### src/rtl/std_cache_pkg.sv
// Shared cache-side types for the commit store queue: entry layout,
// default depth and the drain FSM state encoding.
package std_cache_pkg;

  localparam int SQ_DEPTH_DEFAULT = 8;
  localparam int SQ_ADDR_W        = 64;
  localparam int SQ_DATA_W        = 64;
  localparam int SQ_BE_W          = SQ_DATA_W / 8;

  // Entries are stored at the widest supported geometry; narrower queues
  // zero-extend on write and slice on read.
  typedef struct packed {
    logic [SQ_ADDR_W-1:0] addr;
    logic [SQ_DATA_W-1:0] data;
    logic [SQ_BE_W-1:0]   be;
  } sq_entry_t;

  typedef enum logic {
    SQ_IDLE = 1'b0,
    SQ_REQ  = 1'b1
  } sq_drain_e;

endpackage

### src/rtl/commit_store_queue_fwd.sv
// Per-entry page-offset comparators for store-to-load forwarding hits.
// Only instantiated when CVA6_SQ_FWD_EN is defined.
module commit_store_queue_fwd #(
  parameter int DEPTH = 8
) (
  input  logic [DEPTH-1:0]      vld,
  input  logic [DEPTH-1:0][8:0] off,
  input  logic [8:0]            ld_off,
  output logic                  hit
);

  logic [DEPTH-1:0] match;

  for (genvar g = 0; g < DEPTH; g++) begin : g_cmp
    assign match[g] = vld[g] && (off[g] == ld_off);
  end

  assign hit = |match;

endmodule

### src/rtl/commit_store_queue.sv
// Commit store queue: speculative stores are pushed, committed in order,
// then drained to the write-back cache through a req/gnt handshake.
// Optional feature macro: CVA6_SQ_FWD_EN adds a load-address forwarding
// hit output (ld_addr_i / fwd_hit_o).
module commit_store_queue
  import std_cache_pkg::*;
#(
  parameter int DEPTH  = SQ_DEPTH_DEFAULT,
  parameter int ADDR_W = 64,
  parameter int DATA_W = 64
) (
  input  logic                clk_i,
  input  logic                rst_ni,
  input  logic                flush_i,
  input  logic                valid_i,
  output logic                ready_o,
  input  logic [ADDR_W-1:0]   addr_i,
  input  logic [DATA_W-1:0]   data_i,
  input  logic [DATA_W/8-1:0] be_i,
  input  logic                commit_i,
  output logic                commit_ready_o,
  output logic                req_o,
  input  logic                gnt_i,
  output logic [ADDR_W-1:0]   addr_o,
  output logic [DATA_W-1:0]   data_o,
  output logic [DATA_W/8-1:0] be_o,
  output logic                empty_o
`ifdef CVA6_SQ_FWD_EN
  ,
  input  logic [ADDR_W-1:0]   ld_addr_i,
  output logic                fwd_hit_o
`endif
);

  localparam int IDX_W = $clog2(DEPTH);
  localparam int PW    = IDX_W + 1;

  // rd..cm = committed, cm..wr = speculative; MSB is the wrap bit.
  logic [PW-1:0] rd_ptr, cm_ptr, wr_ptr;
  logic [PW-1:0] comm_cnt, spec_cnt, total_cnt, comm_next;
  sq_entry_t     mem [DEPTH];
  sq_entry_t     head;
  sq_drain_e     state;
  logic          push, commit, drain;

  assign comm_cnt  = cm_ptr - rd_ptr;
  assign spec_cnt  = wr_ptr - cm_ptr;
  assign total_cnt = wr_ptr - rd_ptr;

  assign ready_o        = total_cnt < PW'(DEPTH);
  assign commit_ready_o = spec_cnt != '0;
  assign req_o          = state == SQ_REQ;
  assign empty_o        = rd_ptr == wr_ptr;

  assign push   = valid_i && ready_o && !flush_i;
  assign commit = commit_i && commit_ready_o;
  assign drain  = req_o && gnt_i;

  // Committed count after this edge; lets req_o rise the cycle after a commit.
  assign comm_next = comm_cnt + PW'(commit) - PW'(drain);

  assign head   = mem[rd_ptr[IDX_W-1:0]];
  assign addr_o = head.addr[ADDR_W-1:0];
  assign data_o = head.data[DATA_W-1:0];
  assign be_o   = head.be[DATA_W/8-1:0];

  // Pointer update and drain FSM; flush rolls wr back to the post-commit cm.
  always_ff @(posedge clk_i) begin
    if (!rst_ni) begin
      rd_ptr <= '0;
      cm_ptr <= '0;
      wr_ptr <= '0;
      state  <= SQ_IDLE;
    end else begin
      rd_ptr <= rd_ptr + PW'(drain);
      cm_ptr <= cm_ptr + PW'(commit);
      wr_ptr <= flush_i ? (cm_ptr + PW'(commit)) : (wr_ptr + PW'(push));
      case (state)
        SQ_IDLE: if (comm_next != '0) state <= SQ_REQ;
        SQ_REQ:  if (gnt_i && comm_next == '0) state <= SQ_IDLE;
        default: state <= SQ_IDLE;
      endcase
    end
  end

  // Entry storage is never reset; only the pointers define validity.
  always_ff @(posedge clk_i) begin
    if (push) begin
      mem[wr_ptr[IDX_W-1:0]].addr <= SQ_ADDR_W'(addr_i);
      mem[wr_ptr[IDX_W-1:0]].data <= SQ_DATA_W'(data_i);
      mem[wr_ptr[IDX_W-1:0]].be   <= SQ_BE_W'(be_i);
    end
  end

`ifdef CVA6_SQ_FWD_EN
  logic [DEPTH-1:0]      ent_vld;
  logic [DEPTH-1:0][8:0] ent_off;

  // An entry is live when its distance from the head is below the total count.
  always_comb begin
    ent_vld = '0;
    ent_off = '0;
    for (int i = 0; i < DEPTH; i++) begin
      logic [IDX_W-1:0] dist;
      dist       = IDX_W'(i) - rd_ptr[IDX_W-1:0];
      ent_vld[i] = {1'b0, dist} < total_cnt;
      ent_off[i] = mem[i].addr[11:3];
    end
  end

  commit_store_queue_fwd #(.DEPTH(DEPTH)) u_fwd (
    .vld    (ent_vld),
    .off    (ent_off),
    .ld_off (ld_addr_i[11:3]),
    .hit    (fwd_hit_o)
  );
`endif

endmodule

### config.mk
export PLATFORM = sky130hd
export DESIGN_NAME = commit_store_queue
export DESIGN_NICKNAME = d
export VERILOG_FILES = /design/src/rtl/std_cache_pkg.sv /design/src/rtl/commit_store_queue_fwd.sv /design/src/rtl/commit_store_queue.sv
export SDC_FILE = /design/constraint.sdc
export NUM_CORES = 1
export LEC_CHECK = 0
export BUFFER_PORTS_ARGS = -buffer_cell sky130_fd_sc_hd__buf_2
export CAP_MARGIN = 10
export CELL_PAD_IN_SITES_DETAIL_PLACEMENT = 1
export CELL_PAD_IN_SITES_GLOBAL_PLACEMENT = 2
export CORE_AREA = 2 2 308 310
export DETAILED_ROUTE_END_ITERATION = 8
export DIE_AREA = 0 0 310 312
export GPL_ROUTABILITY_DRIVEN = 0
export GPL_TIMING_DRIVEN = 0
export PLACE_DENSITY = 0.77
export REMOVE_ABC_BUFFERS = 1
export SYNTH_ARGS = -nofsm -noshare
export SYNTH_HDL_FRONTEND = slang
export SYNTH_SLANG_ARGS = --single-unit
### constraint.sdc
create_clock -name clk_i -period 31.3 [get_ports clk_i]
set_clock_uncertainty 0.2 [all_clocks]
set_input_delay 3.13 -clock clk_i [delete_from_list [all_inputs] [get_ports clk_i]]
set_output_delay 3.13 -clock clk_i [all_outputs]
set_load 0.1 [all_outputs]
==> summary.md <==
| Metric | Value |
|---|---|
| Commonest cells after routing, fill and taps aside | `edfxtp_1, nand2_1, buf_2, mux4_2, clkbuf_16` |
| P_int | `2725 µW` |
| Min-delay worst type | `reg -> reg` |
| Vias in the first global route | `22280` |
| Area grow syn2layout | `19.60%` |
| RSZ-0062 raised after global routing | `no` |
| Clock share of power | `32.9%` |
| Total gr overflow | `0` |
| Design area | `0.05001 mm²` |
| Rows | `112` |
| Total GRT Usage | `19.86%` |
| Setup ws final | `24.31 ns` |
| Final period util | `22.34%` |
| First-pass GRT wire length | `141900 µm` |
| Met1 usage | `25.63%` |
| Crit-path max FO | `91` |
| Total clock sinks | `1101` |
| Final setup fails | `0` |
| Die footprint | `0.09672 mm²` |
| Die height | `312 µm` |
| Status | `completed` |
| Setup crit start kind | `flip-flop` |
| Setup WS pre-CTS | `24.61 ns` |
| Worst path required time | `27.97 ns` |
| Power per cell area | `79.70 mW/mm²` |
| Clk slew on worst S/H paths | `0.06 ns` |
| Detailed router's first-iteration violation count | `1489` |
| # Post-CTS Setup Buffers | `0` |
| Final HPWL DP | `57830 µm` |
| Post-synthesis sequential area ratio | `78.76%` |
| EDFF count, synth | `1088` |
| Sum Neg Setup Slack | `0 ns` |
| Vias | `20180` |
| Final Hold Fails | `0` |
| Syn Area/Cell | `21.13 µm²` |
| Top Ports | `282` |
| Main synth FF type | `edfxtp_1` |
| Final ANT Viol Nets | `0` |
| Crit path DAT | `3.66 ns` |
| Synthesized flop and latch total | `1101` |
| PostCTS Resize Cnt | `0` |
| DRC | `0` |
| Placed cell area | `0.04637 mm²` |
| Port buffer count | `281` |
| Tightest Pin Transition | `0.8703 ns` |
| Met2 Use GR | `34.08%` |
| Antenna violations before repair | `19` |
| Nets | `2531` |
| Final WL | `94540 µm` |
| Post-Synthesis Cell Area | `0.04181 mm²` |
| Most common cell after layout, fill and taps aside | `edfxtp_1` |
| Critical path capture point type | `output pin` |
| Unique masters post-synth | `33` |
| Hold buffers post-CTS | `0` |
| NetSw | `1261 µW` |
| Reg2reg setup slack | `26.26 ns` |
| H-tree levels | `3` |
| Initial core utilization | `44.94%` |
| Area contributors post-synth | `edfxtp_1, mux4_2, nand2_1` |
| Crit-path max cell delay | `0.49 ns` |
| Max-slew violations | `0` |
| Vias per std cell | `5.425` |
| Syn. warnings | `0` |
| Asr flop ratio synth | `0%` |
| Slowest cell on crit path | `buf_16` |
| Max IR drop VDD | `0.07613 mV` |
| Sw Share | `31.63%` |
| Max Buffers Root-to-Sink | `3` |
| Maximum number of pins on one net before global-route repair | `92` |
| P_leak | `0.01658 µW` |
| Most Crowded Layer GR | `met2` |
| M3 GR Usage | `4.299%` |
| Slew Limit Headroom | `41.85%` |
| TritonCTS Buffers | `112` |
| Synth area leader | `edfxtp_1` |
| 1st-pass router iterations | `5` |
| Comb pwr share | `24.4%` |
| Layout cells sized above 1 | `33.27%` |
| Per-cell routed wire length | `25.42 µm` |
| Sequential Power Share | `42.7%` |
| Worst skew pair latency | `0.68 ns` |
| Max-Cap Viols | `0` |
| Minimum clock period | `6.992 ns` |
| CP Cell Sequence | `buf_16, inv_8, buf_16, ha_1, o21a_4, or3_1, nand2_1, buf_2` |
| Crit Path Class | `reg -> out` |
| Fmax | `143.0 MHz` |
| Clk root buf | `clkbuf_16` |
| Core area | `0.09305 mm²` |
| CTS tree | `done` |
| Top-area cell type share of the netlist area | `78.14%` |
| Die width | `310 µm` |
| CP dominant cell by count | `buf_16` |
| Post-synthesis cell count | `1979` |
kinds of logic (layout without fill, tap and decap cells):
kind of cell | after synthesis | in the layout | share of synthesized area (%)
AOI/OAI and AO/OA | 19 | 19 | 0.3112
buffers and inverters | 106 | 589 | 1.125
muxes | 274 | 274 | 14.70
adders and majority gates | 19 | 19 | 0.6224
DFF | 1101 | 1101 | 78.76
xor gates and xnor gates | 14 | 14 | 0.2933
other | 0 | 3 | 0
and+or+nand+nor | 446 | 446 | 4.192
worst paths after layout:
check	cells past startpoint	from	endpoint
max reg2reg	13	rd_ptr[2]	mem[1][131]
min reg2reg	2	req_o	req_o
max	8	rd_ptr[2]	ready_o
min	2	req_o	req_o
synth_stat cells (6+ instances only):
library cell	number
nor2b_1	6
clkbuf_1	28
ha_1	16
inv_1	13
edfxtp_1	1088
nand2_1	415
dfxtp_1	13
xnor2_1	8
buf_4	10
and2_1	7
mux4_2	272
buf_2	22
xor2_1	6
a21oi_1	7
buf_1	32
layout make-up:
| type | count | area, µm² |
|---|---|---|
| multi-input cells | 772 | 8504 |
| flip-flops and latches | 1101 | 32940 |
| diodes | 3 | 7.507 |
| well taps | 1254 | 1569 |
| fillers | 8289 | 43040 |
| inverters | 13 | 56.30 |
| repair buffers | 370 | 3306 |
| clock buffers | 136 | 2999 |
| clock inverters | 70 | 624.3 |
sequential cells by signal, indices dropped and copies added (netlist names):
signal and count:
cm_ptr 4, mem 1088, rd_ptr 4, req_o 1
wr_ptr 4
per-layer routing:
metal | routed length [µm] | share of wire (%) | vias to the layer above
li1 | - | - | 8758
met1 | 38190 | 40 | 10750
met2 | 48860 | 52 | 480
met3 | 5297 | 5.6 | 161
met4 | 1991 | 2.1 | 32
met5 | 195 | 0.21 | -
metrics by stage:
stage                     instances  utilization, %  total power, µW  hold WS [ns]
after floorplan                1886               -             2626        0.3745
final                          3719           53.74             3986        0.4409
after global routing           3718           53.74             4123        0.4927
after global placement         3421           47.68             2907        0.4037
after CTS                      3714           53.72             4031        0.4514
after detailed placement       3508           49.83             2717        0.4231
power by group through the flow:
stage / Sequential [µW] / Combinational, µW / Clock, µW
3_3_place_gp: 1850 / 1060 / 0
4_1_cts: 1700 / 988 / 1340
6_report: 1700 / 973 / 1310
2_1_floorplan: 1800 / 825 / 0
3_5_place_dp: 1730 / 984 / 0
5_1_grt: 1710 / 1030 / 1390
critical path: cells and delay by family, from the launching register on:
| family | cells | cell delay, ns |
|---|---|---|
| buffers and inverters | 4 | 1.49 |
| adders and majority gates | 1 | 0.36 |
| AOI/OAI and AO/OA | 1 | 0.15 |
| DFF | 1 | 0.46 |
| and+or+nand+nor | 2 | 0.41 |
No activity file was read; power rests on OpenSTA's default activity.
